**config.mk**
```make
export PLATFORM = sky130hd
export DESIGN_NAME = reorder_buffer
export DESIGN_NICKNAME = d
export VERILOG_FILES = /design/src/rtl/reorder_buffer.sv
export SDC_FILE = /design/constraint.sdc
export NUM_CORES = 2
export LEC_CHECK = 0
export BUFFER_PORTS_ARGS = -buffer_cell sky130_fd_sc_hd__buf_2
export CAP_MARGIN = 5
export CORE_UTILIZATION = 55
export CTS_CLUSTER_DIAMETER = 40
export DETAILED_ROUTE_END_ITERATION = 8
export GPL_TIMING_DRIVEN = 0
export PLACE_DENSITY_LB_ADDON = 0.15
export SYNTH_ARGS = -nofsm -noshare
export SYNTH_HDL_FRONTEND = slang
export SYNTH_SLANG_ARGS = --single-unit
```
**constraint.sdc**
```tcl
create_clock -name clk -period 65.4 [get_ports clk]
set_input_delay 3.27 -clock clk [delete_from_list [all_inputs] [get_ports clk]]
set_output_delay 3.27 -clock clk [all_outputs]
set_load 0.05 [all_outputs]
```
**src/rtl/reorder_buffer.sv**
```systemverilog
// reorder_buffer: in-order retirement queue of the Tomasulo core.
//   Allocates ROB tags (slot index + 1, tag 0 = NULL) to decoded instructions, captures
//   CDB results, retires at most one entry per cycle onto the registered commit bus, and
//   on a mispredicted branch emits a one-cycle rollback pulse with the redirect PC.
//   Completed-but-uncommitted values are exposed to dispatch through the Qj/Qk query ports.
// Ports:
//   clk, rst (async, active-high)
//   dec_*_in / dec_next_tag_out / dec_full_out      : dispatch allocation
//   dec_Qj/Qk_in, dec_Qj/Qk_ready_out, dec_Vj/Vk_out: operand queries (combinational)
//   cdb_*_in                                        : result broadcast
//   rob_commit_*_out                                : registered writeback pulse
//   rob_rollback_out, rob_redirect_pc_out           : registered flush pulse + fetch target
// Configuration:
//   ROB_QUERY_FWD_EN defined  -> queries also match the CDB broadcast of the same cycle.
//   ROB_QUERY_FWD_EN undefined-> queries see latched entry state only.
module reorder_buffer #(
  parameter int ROB_SIZE  = 16,
  parameter int TAG_WIDTH = 5
) (
  input  logic                 clk,
  input  logic                 rst,
  input  logic                 dec_valid_in,
  input  logic [4:0]           dec_rd_in,
  input  logic                 dec_has_rd_in,
  input  logic                 dec_is_branch_in,
  input  logic                 dec_pred_taken_in,
  input  logic [31:0]          dec_alt_pc_in,
  input  logic [TAG_WIDTH-1:0] dec_Qj_in,
  input  logic [TAG_WIDTH-1:0] dec_Qk_in,
  output logic [TAG_WIDTH-1:0] dec_next_tag_out,
  output logic                 dec_full_out,
  output logic                 dec_Qj_ready_out,
  output logic                 dec_Qk_ready_out,
  output logic [31:0]          dec_Vj_out,
  output logic [31:0]          dec_Vk_out,
  input  logic                 cdb_valid_in,
  input  logic [TAG_WIDTH-1:0] cdb_tag_in,
  input  logic [31:0]          cdb_data_in,
  input  logic                 cdb_taken_in,
  output logic                 rob_commit_signal_out,
  output logic [TAG_WIDTH-1:0] rob_commit_tag_out,
  output logic [31:0]          rob_commit_data_out,
  output logic [4:0]           rob_commit_target_out,
  output logic                 rob_rollback_out,
  output logic [31:0]          rob_redirect_pc_out
);

  localparam int IDX_W = $clog2(ROB_SIZE);
  localparam int CNT_W = IDX_W + 1;
  localparam logic [CNT_W-1:0]     FULL_CNT = CNT_W'(ROB_SIZE);
  localparam logic [CNT_W-1:0]     CNT_ONE  = CNT_W'(1);
  localparam logic [IDX_W-1:0]     IDX_ONE  = IDX_W'(1);
  localparam logic [TAG_WIDTH-1:0] TAG_ONE  = TAG_WIDTH'(1);
  localparam logic [TAG_WIDTH-1:0] TAG_NULL = TAG_WIDTH'(0);
  localparam logic [TAG_WIDTH-1:0] MAX_TAG  = TAG_WIDTH'(ROB_SIZE);

  // Tags above ROB_SIZE name no slot and are treated like NULL.
  function automatic logic tag_valid(input logic [TAG_WIDTH-1:0] t);
    return (t != TAG_NULL) && (t <= MAX_TAG);
  endfunction

  function automatic logic [IDX_W-1:0] tag_idx(input logic [TAG_WIDTH-1:0] t);
    logic [TAG_WIDTH-1:0] m;
    m = t - TAG_ONE;
    return m[IDX_W-1:0];
  endfunction

  logic [ROB_SIZE-1:0] busy_q, busy_d, ready_q, ready_d, has_rd_q, has_rd_d;
  logic [ROB_SIZE-1:0] is_branch_q, is_branch_d, pred_taken_q, pred_taken_d, taken_q, taken_d;
  logic [4:0]          rd_q     [ROB_SIZE];
  logic [4:0]          rd_d     [ROB_SIZE];
  logic [31:0]         data_q   [ROB_SIZE];
  logic [31:0]         data_d   [ROB_SIZE];
  logic [31:0]         alt_pc_q [ROB_SIZE];
  logic [31:0]         alt_pc_d [ROB_SIZE];
  logic [IDX_W-1:0]    head_q, head_d, tail_q, tail_d;
  logic [CNT_W-1:0]    count_q, count_d;

  logic                 commit_signal_q, commit_signal_d;
  logic [TAG_WIDTH-1:0] commit_tag_q, commit_tag_d;
  logic [31:0]          commit_data_q, commit_data_d;
  logic [4:0]           commit_target_q, commit_target_d;
  logic                 rollback_q, rollback_d;
  logic [31:0]          redirect_pc_q, redirect_pc_d;
  logic [TAG_WIDTH-1:0] next_tag_q, next_tag_d;

  logic                 retire, mispredict, do_dispatch, cdb_hit, commit_wr;
  logic [IDX_W-1:0]     cdb_idx;

  assign dec_full_out = (count_q == FULL_CNT);

  // Next-state of the queue: retire decision, CDB capture, allocation, registered outputs.
  always_comb begin
    busy_d       = busy_q;
    ready_d      = ready_q;
    has_rd_d     = has_rd_q;
    is_branch_d  = is_branch_q;
    pred_taken_d = pred_taken_q;
    taken_d      = taken_q;
    rd_d         = rd_q;
    data_d       = data_q;
    alt_pc_d     = alt_pc_q;
    head_d       = head_q;
    tail_d       = tail_q;
    count_d      = count_q;

    // Retirement looks only at latched state, so a CDB write to the head commits one edge later.
    retire      = busy_q[head_q] & ready_q[head_q];
    mispredict  = retire & is_branch_q[head_q] & (taken_q[head_q] != pred_taken_q[head_q]);
    commit_wr   = retire & ~is_branch_q[head_q] & has_rd_q[head_q] & (rd_q[head_q] != 5'd0);
    do_dispatch = dec_valid_in & ~dec_full_out & ~mispredict;
    cdb_idx     = tag_idx(cdb_tag_in);
    cdb_hit     = cdb_valid_in & tag_valid(cdb_tag_in) & busy_q[cdb_idx];

    if (mispredict) begin
      // Flush everything; same-edge dispatch and CDB are discarded.
      busy_d  = {ROB_SIZE{1'b0}};
      ready_d = {ROB_SIZE{1'b0}};
      head_d  = {IDX_W{1'b0}};
      tail_d  = {IDX_W{1'b0}};
      count_d = {CNT_W{1'b0}};
    end else begin
      if (cdb_hit) begin
        ready_d[cdb_idx] = 1'b1;
        data_d[cdb_idx]  = cdb_data_in;
        taken_d[cdb_idx] = cdb_taken_in;
      end else begin
        ready_d = ready_d;
      end
      if (retire) begin
        busy_d[head_q] = 1'b0;
        head_d         = head_q + IDX_ONE;
      end else begin
        head_d = head_q;
      end
      if (do_dispatch) begin
        busy_d[tail_q]       = 1'b1;
        ready_d[tail_q]      = 1'b0;
        has_rd_d[tail_q]     = dec_has_rd_in;
        rd_d[tail_q]         = dec_rd_in;
        is_branch_d[tail_q]  = dec_is_branch_in;
        pred_taken_d[tail_q] = dec_pred_taken_in;
        taken_d[tail_q]      = 1'b0;
        alt_pc_d[tail_q]     = dec_alt_pc_in;
        tail_d               = tail_q + IDX_ONE;
      end else begin
        tail_d = tail_q;
      end
      case ({do_dispatch, retire})
        2'b10:   count_d = count_q + CNT_ONE;
        2'b01:   count_d = count_q - CNT_ONE;
        default: count_d = count_q;
      endcase
    end

    commit_signal_d = commit_wr;
    commit_tag_d    = commit_wr ? (TAG_WIDTH'(head_q) + TAG_ONE) : TAG_NULL;
    commit_data_d   = commit_wr ? data_q[head_q] : 32'h0;
    commit_target_d = commit_wr ? rd_q[head_q] : 5'd0;
    rollback_d      = mispredict;
    redirect_pc_d   = mispredict ? alt_pc_q[head_q] : 32'h0;
    next_tag_d      = TAG_WIDTH'(tail_d) + TAG_ONE;
  end

  // State and output registers.
  always_ff @(posedge clk or posedge rst) begin
    if (rst) begin
      busy_q          <= {ROB_SIZE{1'b0}};
      ready_q         <= {ROB_SIZE{1'b0}};
      has_rd_q        <= {ROB_SIZE{1'b0}};
      is_branch_q     <= {ROB_SIZE{1'b0}};
      pred_taken_q    <= {ROB_SIZE{1'b0}};
      taken_q         <= {ROB_SIZE{1'b0}};
      for (int i = 0; i < ROB_SIZE; i++) begin
        rd_q[i]     <= 5'd0;
        data_q[i]   <= 32'h0;
        alt_pc_q[i] <= 32'h0;
      end
      head_q          <= {IDX_W{1'b0}};
      tail_q          <= {IDX_W{1'b0}};
      count_q         <= {CNT_W{1'b0}};
      commit_signal_q <= 1'b0;
      commit_tag_q    <= TAG_NULL;
      commit_data_q   <= 32'h0;
      commit_target_q <= 5'd0;
      rollback_q      <= 1'b0;
      redirect_pc_q   <= 32'h0;
      next_tag_q      <= TAG_ONE;
    end else begin
      busy_q          <= busy_d;
      ready_q         <= ready_d;
      has_rd_q        <= has_rd_d;
      is_branch_q     <= is_branch_d;
      pred_taken_q    <= pred_taken_d;
      taken_q         <= taken_d;
      for (int i = 0; i < ROB_SIZE; i++) begin
        rd_q[i]     <= rd_d[i];
        data_q[i]   <= data_d[i];
        alt_pc_q[i] <= alt_pc_d[i];
      end
      head_q          <= head_d;
      tail_q          <= tail_d;
      count_q         <= count_d;
      commit_signal_q <= commit_signal_d;
      commit_tag_q    <= commit_tag_d;
      commit_data_q   <= commit_data_d;
      commit_target_q <= commit_target_d;
      rollback_q      <= rollback_d;
      redirect_pc_q   <= redirect_pc_d;
      next_tag_q      <= next_tag_d;
    end
  end

  // Operand queries against latched entries, optionally bypassing the live CDB.
  always_comb begin
    dec_Qj_ready_out = 1'b0;
    dec_Vj_out       = 32'h0;
    dec_Qk_ready_out = 1'b0;
    dec_Vk_out       = 32'h0;
    if (tag_valid(dec_Qj_in) && busy_q[tag_idx(dec_Qj_in)] && ready_q[tag_idx(dec_Qj_in)]) begin
      dec_Qj_ready_out = 1'b1;
      dec_Vj_out       = data_q[tag_idx(dec_Qj_in)];
    end else begin
      dec_Qj_ready_out = 1'b0;
    end
    if (tag_valid(dec_Qk_in) && busy_q[tag_idx(dec_Qk_in)] && ready_q[tag_idx(dec_Qk_in)]) begin
      dec_Qk_ready_out = 1'b1;
      dec_Vk_out       = data_q[tag_idx(dec_Qk_in)];
    end else begin
      dec_Qk_ready_out = 1'b0;
    end
`ifdef ROB_QUERY_FWD_EN
    if (cdb_valid_in && (dec_Qj_in != TAG_NULL) && (cdb_tag_in == dec_Qj_in)) begin
      dec_Qj_ready_out = 1'b1;
      dec_Vj_out       = cdb_data_in;
    end else begin
      dec_Vj_out = dec_Vj_out;
    end
    if (cdb_valid_in && (dec_Qk_in != TAG_NULL) && (cdb_tag_in == dec_Qk_in)) begin
      dec_Qk_ready_out = 1'b1;
      dec_Vk_out       = cdb_data_in;
    end else begin
      dec_Vk_out = dec_Vk_out;
    end
`endif
  end

  assign dec_next_tag_out      = next_tag_q;
  assign rob_commit_signal_out = commit_signal_q;
  assign rob_commit_tag_out    = commit_tag_q;
  assign rob_commit_data_out   = commit_data_q;
  assign rob_commit_target_out = commit_target_q;
  assign rob_rollback_out      = rollback_q;
  assign rob_redirect_pc_out   = redirect_pc_q;

endmodule
```
# [Word-level counts from Yosys, hierarchy flattened]
# Index checks and enable logic that the tools add are counted.
[classes] addsub=9 n_lt_le_gt_ge=18 n_eq_ne=4 n_mux=81 bitwise=25 reduce_logical=20
[ops] operator="512-bit bitwise mux" n=2
[ops] operator="32-bit binary-select mux with 4-bit select" n=4
[ops] operator="32-bit two-way mux" n=14
[ops] operator="32-bit demux with 4-bit select" n=2
[ops] operator="16-bit two-way mux" n=11
[ops] operator="80-bit bitwise mux" n=1
[ops] operator="16-bit bitwise mux" n=4
[ops] operator="16-bit bitwise AND" n=3
[ops] operator="1-bit binary-select mux with 4-bit select" n=11
[ops] operator="16-bit NOT" n=2
[ops] operator="16-bit OR" n=2
[ops] operator="5-bit two-way mux" n=6
[ops] operator="5-bit greater-or-equal comparator (second input constant)" n=5
[ops] operator="4-bit by 5-bit less-than comparator with 1-bit output (second input constant)" n=5
[ops] operator="4-bit NOT with 5-bit output" n=5
[ops] operator="5-bit binary-select mux with 4-bit select" n=1
[ops] operator="5-bit demux with 4-bit select" n=1
[ops] operator="5-bit nonzero test" n=4
[ops] operator="1-bit two-way mux" n=16
[ops] operator="4-bit two-way mux" n=4
[ops] operator="5-bit less-or-equal comparator (second input constant)" n=3
[ops] operator="1-bit demux with 4-bit select" n=3
[ops] operator="4-bit by 1-bit greater-or-equal comparator with 1-bit output (second input constant)" n=3
[ops] operator="1-bit logical AND" n=12
[ops] operator="other kinds (16)" n=33
[totals] ff_bits=1294 inputBits=92 output_inout_bits=148 elab_cells=221

# [Logic depth before layout (Yosys ltp)]
[logic_depth] depth_word=11 ltp_mapped=18 ltp_nobuf=15

# [Least setup slack after synthesis]
# OpenSTA, ideal clock, no wires.
[synth_path] path_kind="input-to-output" from="input dec_Qk_in[0]" to="output dec_Vk_out[16]" arrival_time_ns=6.176 slack_ns=55.954 cell_stages=9 cell_sequence="inv_1 ha_1 xnor2_1 clkbuf_1 mux4_2 mux4_2 nor2_1 clkbuf_1 and2_1"
[synth_between] elab_chain_cells=6 elab_cells_between_ends=15 classes_between="add/sub (1); order compare (1); mux (8); bitwise (1); reduce/logical (4)"
[synth_rtl] item="start: declaration" line_no="29" text="input logic [TAG_WIDTH-1:0] dec_Qk_in,"
[synth_rtl] item="4-bit by 1-bit subtractor with 4-bit output" line_no="64" text="m = t - TAG_ONE;"
[synth_rtl] item="4-bit NOT with 5-bit output (implied by the code) or 1-bit binary-select mux with 4-bit select (tied branches)" line_no="228, 226"
[synth_rtl] item="32-bit binary-select mux with 4-bit select or 1-bit two-way mux (tied branches)" line_no="228, 226"
[synth_rtl] item="32-bit two-way mux (implied by the code) or 1-bit logical AND (tied branches) (2 in a row)" line_no="228, 226"
[synth_rtl] item="32-bit two-way mux (*)" line_no="226" text="if (tag_valid(dec_Qk_in) && busy_q[tag_idx(dec_Qk_in)] && ready_q[tag_idx(dec_Qk_in)]) begin"
[synth_rtl] item="end: declaration" line_no="35" text="output logic [31:0] dec_Vk_out,"
# Every way passes the cells marked *; elsewhere a longest branch is shown, timed or not. The select of a mux whose other input is x is not followed.

# [Worst setup path in the final report]
[layout_path] from="input dec_Qj_in[0]" to="output dec_Vj_out[0]"
[layout_between] elab_chain_cells=6 elab_cells_between_ends=15 classes_between="add/sub (1); order compare (1); mux (8); bitwise (1); reduce/logical (4)"
[layout_rtl] item="start: declaration" line_no="28" text="input logic [TAG_WIDTH-1:0] dec_Qj_in,"
[layout_rtl] item="4-bit by 1-bit subtractor with 4-bit output" line_no="64"
[layout_rtl] item="4-bit NOT with 5-bit output (implied by the code) or 1-bit binary-select mux with 4-bit select (tied branches)" line_no="222, 220"
[layout_rtl] item="32-bit binary-select mux with 4-bit select or 1-bit two-way mux (tied branches)" line_no="222, 220"
[layout_rtl] item="32-bit two-way mux (implied by the code) or 1-bit logical AND (tied branches) (2 in a row)" line_no="222, 220"
[layout_rtl] item="32-bit two-way mux (*)" line_no="220" text="if (tag_valid(dec_Qj_in) && busy_q[tag_idx(dec_Qj_in)] && ready_q[tag_idx(dec_Qj_in)]) begin"
[layout_rtl] item="end: declaration" line_no="34" text="output logic [31:0] dec_Vj_out,"
# Marks and branches as above.

==> reports/results.tsv <==
stage	metric	value	unit
pwr	ir_worst_vdd	0.0319	mV
cts	clock_path_buffers	3	
floorplanning	floorplan.die_area	0.123	mm2
finish	layout_common_cells	1,293 x dfrtp_1, 700 x mux4_2, 601 x mux2_1	
synth	synth_area_per_cell	16.4	um2
synth	synth-seq-cells	1294	
critical_path	crit_fanout	10	
cts	cts_setup_buffers	0	
synth	yosysWarnings	0	
timing	fin_skew	0.0277	ns
routing	drc	0	
cts	cts_root_buf	clkbuf_16	
cts	clk_pin_slew	0.05	ns
critical_path	crit_type	in2out	
grt	grt_max_degree	126	
cts	cts.sinks	1294	
finish	nets	4639	
synth	synth.lib_cells_used.distinct	60	
floorplanning	die_x	351	um
cts	cts_resized	0	
pwr	leakage	33.9	nW
timing	setup_tns	0	ns
place	dp_hpwl	133	mm
cts	cts-buffers-inserted	181	
critical_path	startpoint_type	primary input	
routing	drt_pass1_iterations	7	
grt	overflow	0	
run_status	status	completed	
routing	ant_nets	0	
pwr	power.density	47.0	mW/mm2
grt	grt_pass1_vias	42600	
finish	area_growth	14.9	%
place	dp.cells	5951	
critical_path	r2r_slack	60.03	ns
min_path	hold_path.class	reg2reg	
floorplanning	core.rowCount	127	
cts	ctsHoldBuffers	0	
floorplanning	io_pins	240	
grt	grt_first_pass_wirelength	286	mm
finish	final_cells	6298	
timing	fin_crit_sh	17.9	%
floorplanning	die_height	351	um
cts	clkLatencyLatePin	0.78	ns
critical_path	arrival	8.43	ns
routing	vias	41300	
finish	drive_gt1_share	43.4	%
synth	seq_area_frac_synth	48.4	%
place	numPortBuffers	237	
timing	fin_crit	11.70	ns
place	place_congestion	0.944	
timing	fmax	0.0855	GHz
grt	grtUsageTotal	32.0	%
grt	antenna_found_initial	21	
timing	relSlewSlack	8.29	%
synth	async_flop_share	100	%
finish	mostFrequentLayoutCell	dfrtp_1	
timing	maxSlewViolCount	0	
synth	synthCells	4090	
timing	grt_setup_unrepaired	false	
routing	routedWlPerCell	30.5	um
floorplanning	initial_utilization	55.7	%
pwr	power.total	3.62	mW
timing	finalHoldViolCount	0	
routing	finalWirelength	192	mm
cts	htreeDepth	4	
critical_path	required	62.13	ns
synth	syn-cell-area	0.0670	mm2
synth	yosys_most_used_dff	dfrtp_1	
routing	via_per_inst	6.56	
job	maxCapViolCount	0	
critical_path	crit_path_end_kind	primary output	
routing	dr.first_iter.drc_count	4258	
synth	synth.net_count	4204	
timing	worst_pin_slew	1.38	ns
floorplanning	core	0.120	mm2
timing	finalSetupViolations	0	
synth	synth_edf_count	0	
timing	hold_ws	0.480	ns
cts	tritoncts	done	
[routing by layer]
metal / track usage (%) / share of wire (%) / vias up
li1: - / - / 16800
met1: 43.0 / 40 / 22300
met2: 50.6 / 48 / 1836
met3: 8.05 / 8.3 / 422
met4: 11.7 / 3.5 / 24
met5: 0 / 0.072 / -
[synth_stat cells, types with 3 or more instances]
library cell / number / area, um2
a21bo_2: 16 / 160
a21oi_1: 38 / 190
a22o_1: 7 / 61.3
a31oi_1: 16 / 100
and2_1: 80 / 500
and3_1: 50 / 313
buf_1: 43 / 161
buf_2: 130 / 651
buf_4: 9 / 67.6
buf_6: 21 / 236
clkbuf_1: 207 / 777
dfrtp_1: 1293 / 32400
ha_1: 21 / 263
inv_1: 28 / 105
mux2_1: 601 / 6770
mux2_2: 433 / 4880
mux2_4: 118 / 1770
mux2i_1: 9 / 90.1
mux4_2: 700 / 15800
nand2_1: 27 / 101
nand3_1: 37 / 185
nand3_2: 8 / 80.1
nand3_4: 8 / 140
nor2_1: 22 / 82.6
nor2b_1: 44 / 275
nor3_1: 22 / 110
o211ai_1: 5 / 37.5
o21ai_0: 28 / 140
o22ai_1: 3 / 18.8
o31ai_1: 5 / 37.5
xnor2_1: 12 / 105
xor2_1: 8 / 70.1
[registers in the layout, indices dropped and copies added (netlist names)]
signal,count
alt_pc_q,512
data_q,512
rd_q,80
rob_commit_data_out,32
rob_redirect_pc_out,32
busy_q,16
has_rd_q,16
is_branch_q,16
pred_taken_q,16
ready_q,16
taken_q,16
count_q,5
dec_next_tag_out,5
rob_commit_tag_out,5
rob_commit_target_out,5
head_q,4
tail_q,4
rob_commit_signal_out,1
rob_rollback_out,1
[per-stage QoR]
step / cell area [um2] / setup slack (ns) / utilization [%]
2_1_floorplan: 67000 / 25.66 / -
3_3_place_gp: 70200 / 11.06 / 58.3
3_5_place_dp: 70500 / 53.95 / 58.6
4_1_cts: 76900 / 53.94 / 63.9
5_1_grt: 76900 / 53.75 / 64.0
6_report: 76900 / 53.70 / 64.0
[final cells by class]
cell class	count	area, um2
clock inverters	115	1360
repair buffers	252	1560
diodes	5	12.5
inverters	29	116
fillers	8730	43300
multi-input cells	2357	32600
well taps	1612	2020
plain buffers	410	1890
clock buffers	224	5010
flip-flops and latches	1294	32400
[worst paths after layout]
kind | start | to | depth (start not counted)
max | dec_Qj_in[0] | dec_Vj_out[0] | 11
min | alt_pc_q[455]$_DFFE_PP0P_ | alt_pc_q[455]$_DFFE_PP0P_ | 1
max reg2reg | head_q[1]$_DFFE_PP0P_ | rob_commit_tag_out[4]$_DFF_PP0_ | 9
min reg2reg | alt_pc_q[455]$_DFFE_PP0P_ | alt_pc_q[455]$_DFFE_PP0P_ | 1
max in group asynchronous | rst | alt_pc_q[417]$_DFFE_PP0P_ | 6
min in group asynchronous | rst | data_q[504]$_DFFE_PP0P_ | 2
[logic make-up (layout without fill, tap and decap cells)]
family / Yosys count / in the layout / share of synthesized area [%]
buffers and inverters: 439 / 1030 / 2.99
AOI/OAI and AO/OA: 138 / 138 / 1.40
muxes: 1861 / 1861 / 43.7
adders and majority gates: 22 / 22 / 0.422
xor gates and xnor gates: 20 / 20 / 0.262
DFF: 1294 / 1294 / 48.4
and+or+nand+nor: 316 / 316 / 2.87
other: 0 / 5 / 0
[worst max-delay path: stages]
cell and delay [ns]:
buf_2 0.14, inv_1 0.16, ha_1 0.26, xnor2_1 0.45, clkbuf_1 0.85, mux4_2 0.42
mux4_2 0.53, nor2_1 0.95, clkbuf_1 0.69, and2_1 0.38, buf_2 0.32
[report_power, final]
| part | internal, mW | leakage, nW | switching, mW |
|---|---|---|---|
| Sequential | 1.11 | 16.6 | 0.204 |
| Combinational | 0.700 | 14.3 | 0.582 |
| Clock | 0.632 | 3.08 | 0.388 |
| Total | 2.44 | 33.9 | 1.17 |
No activity file was read; power rests on OpenSTA's default activity.
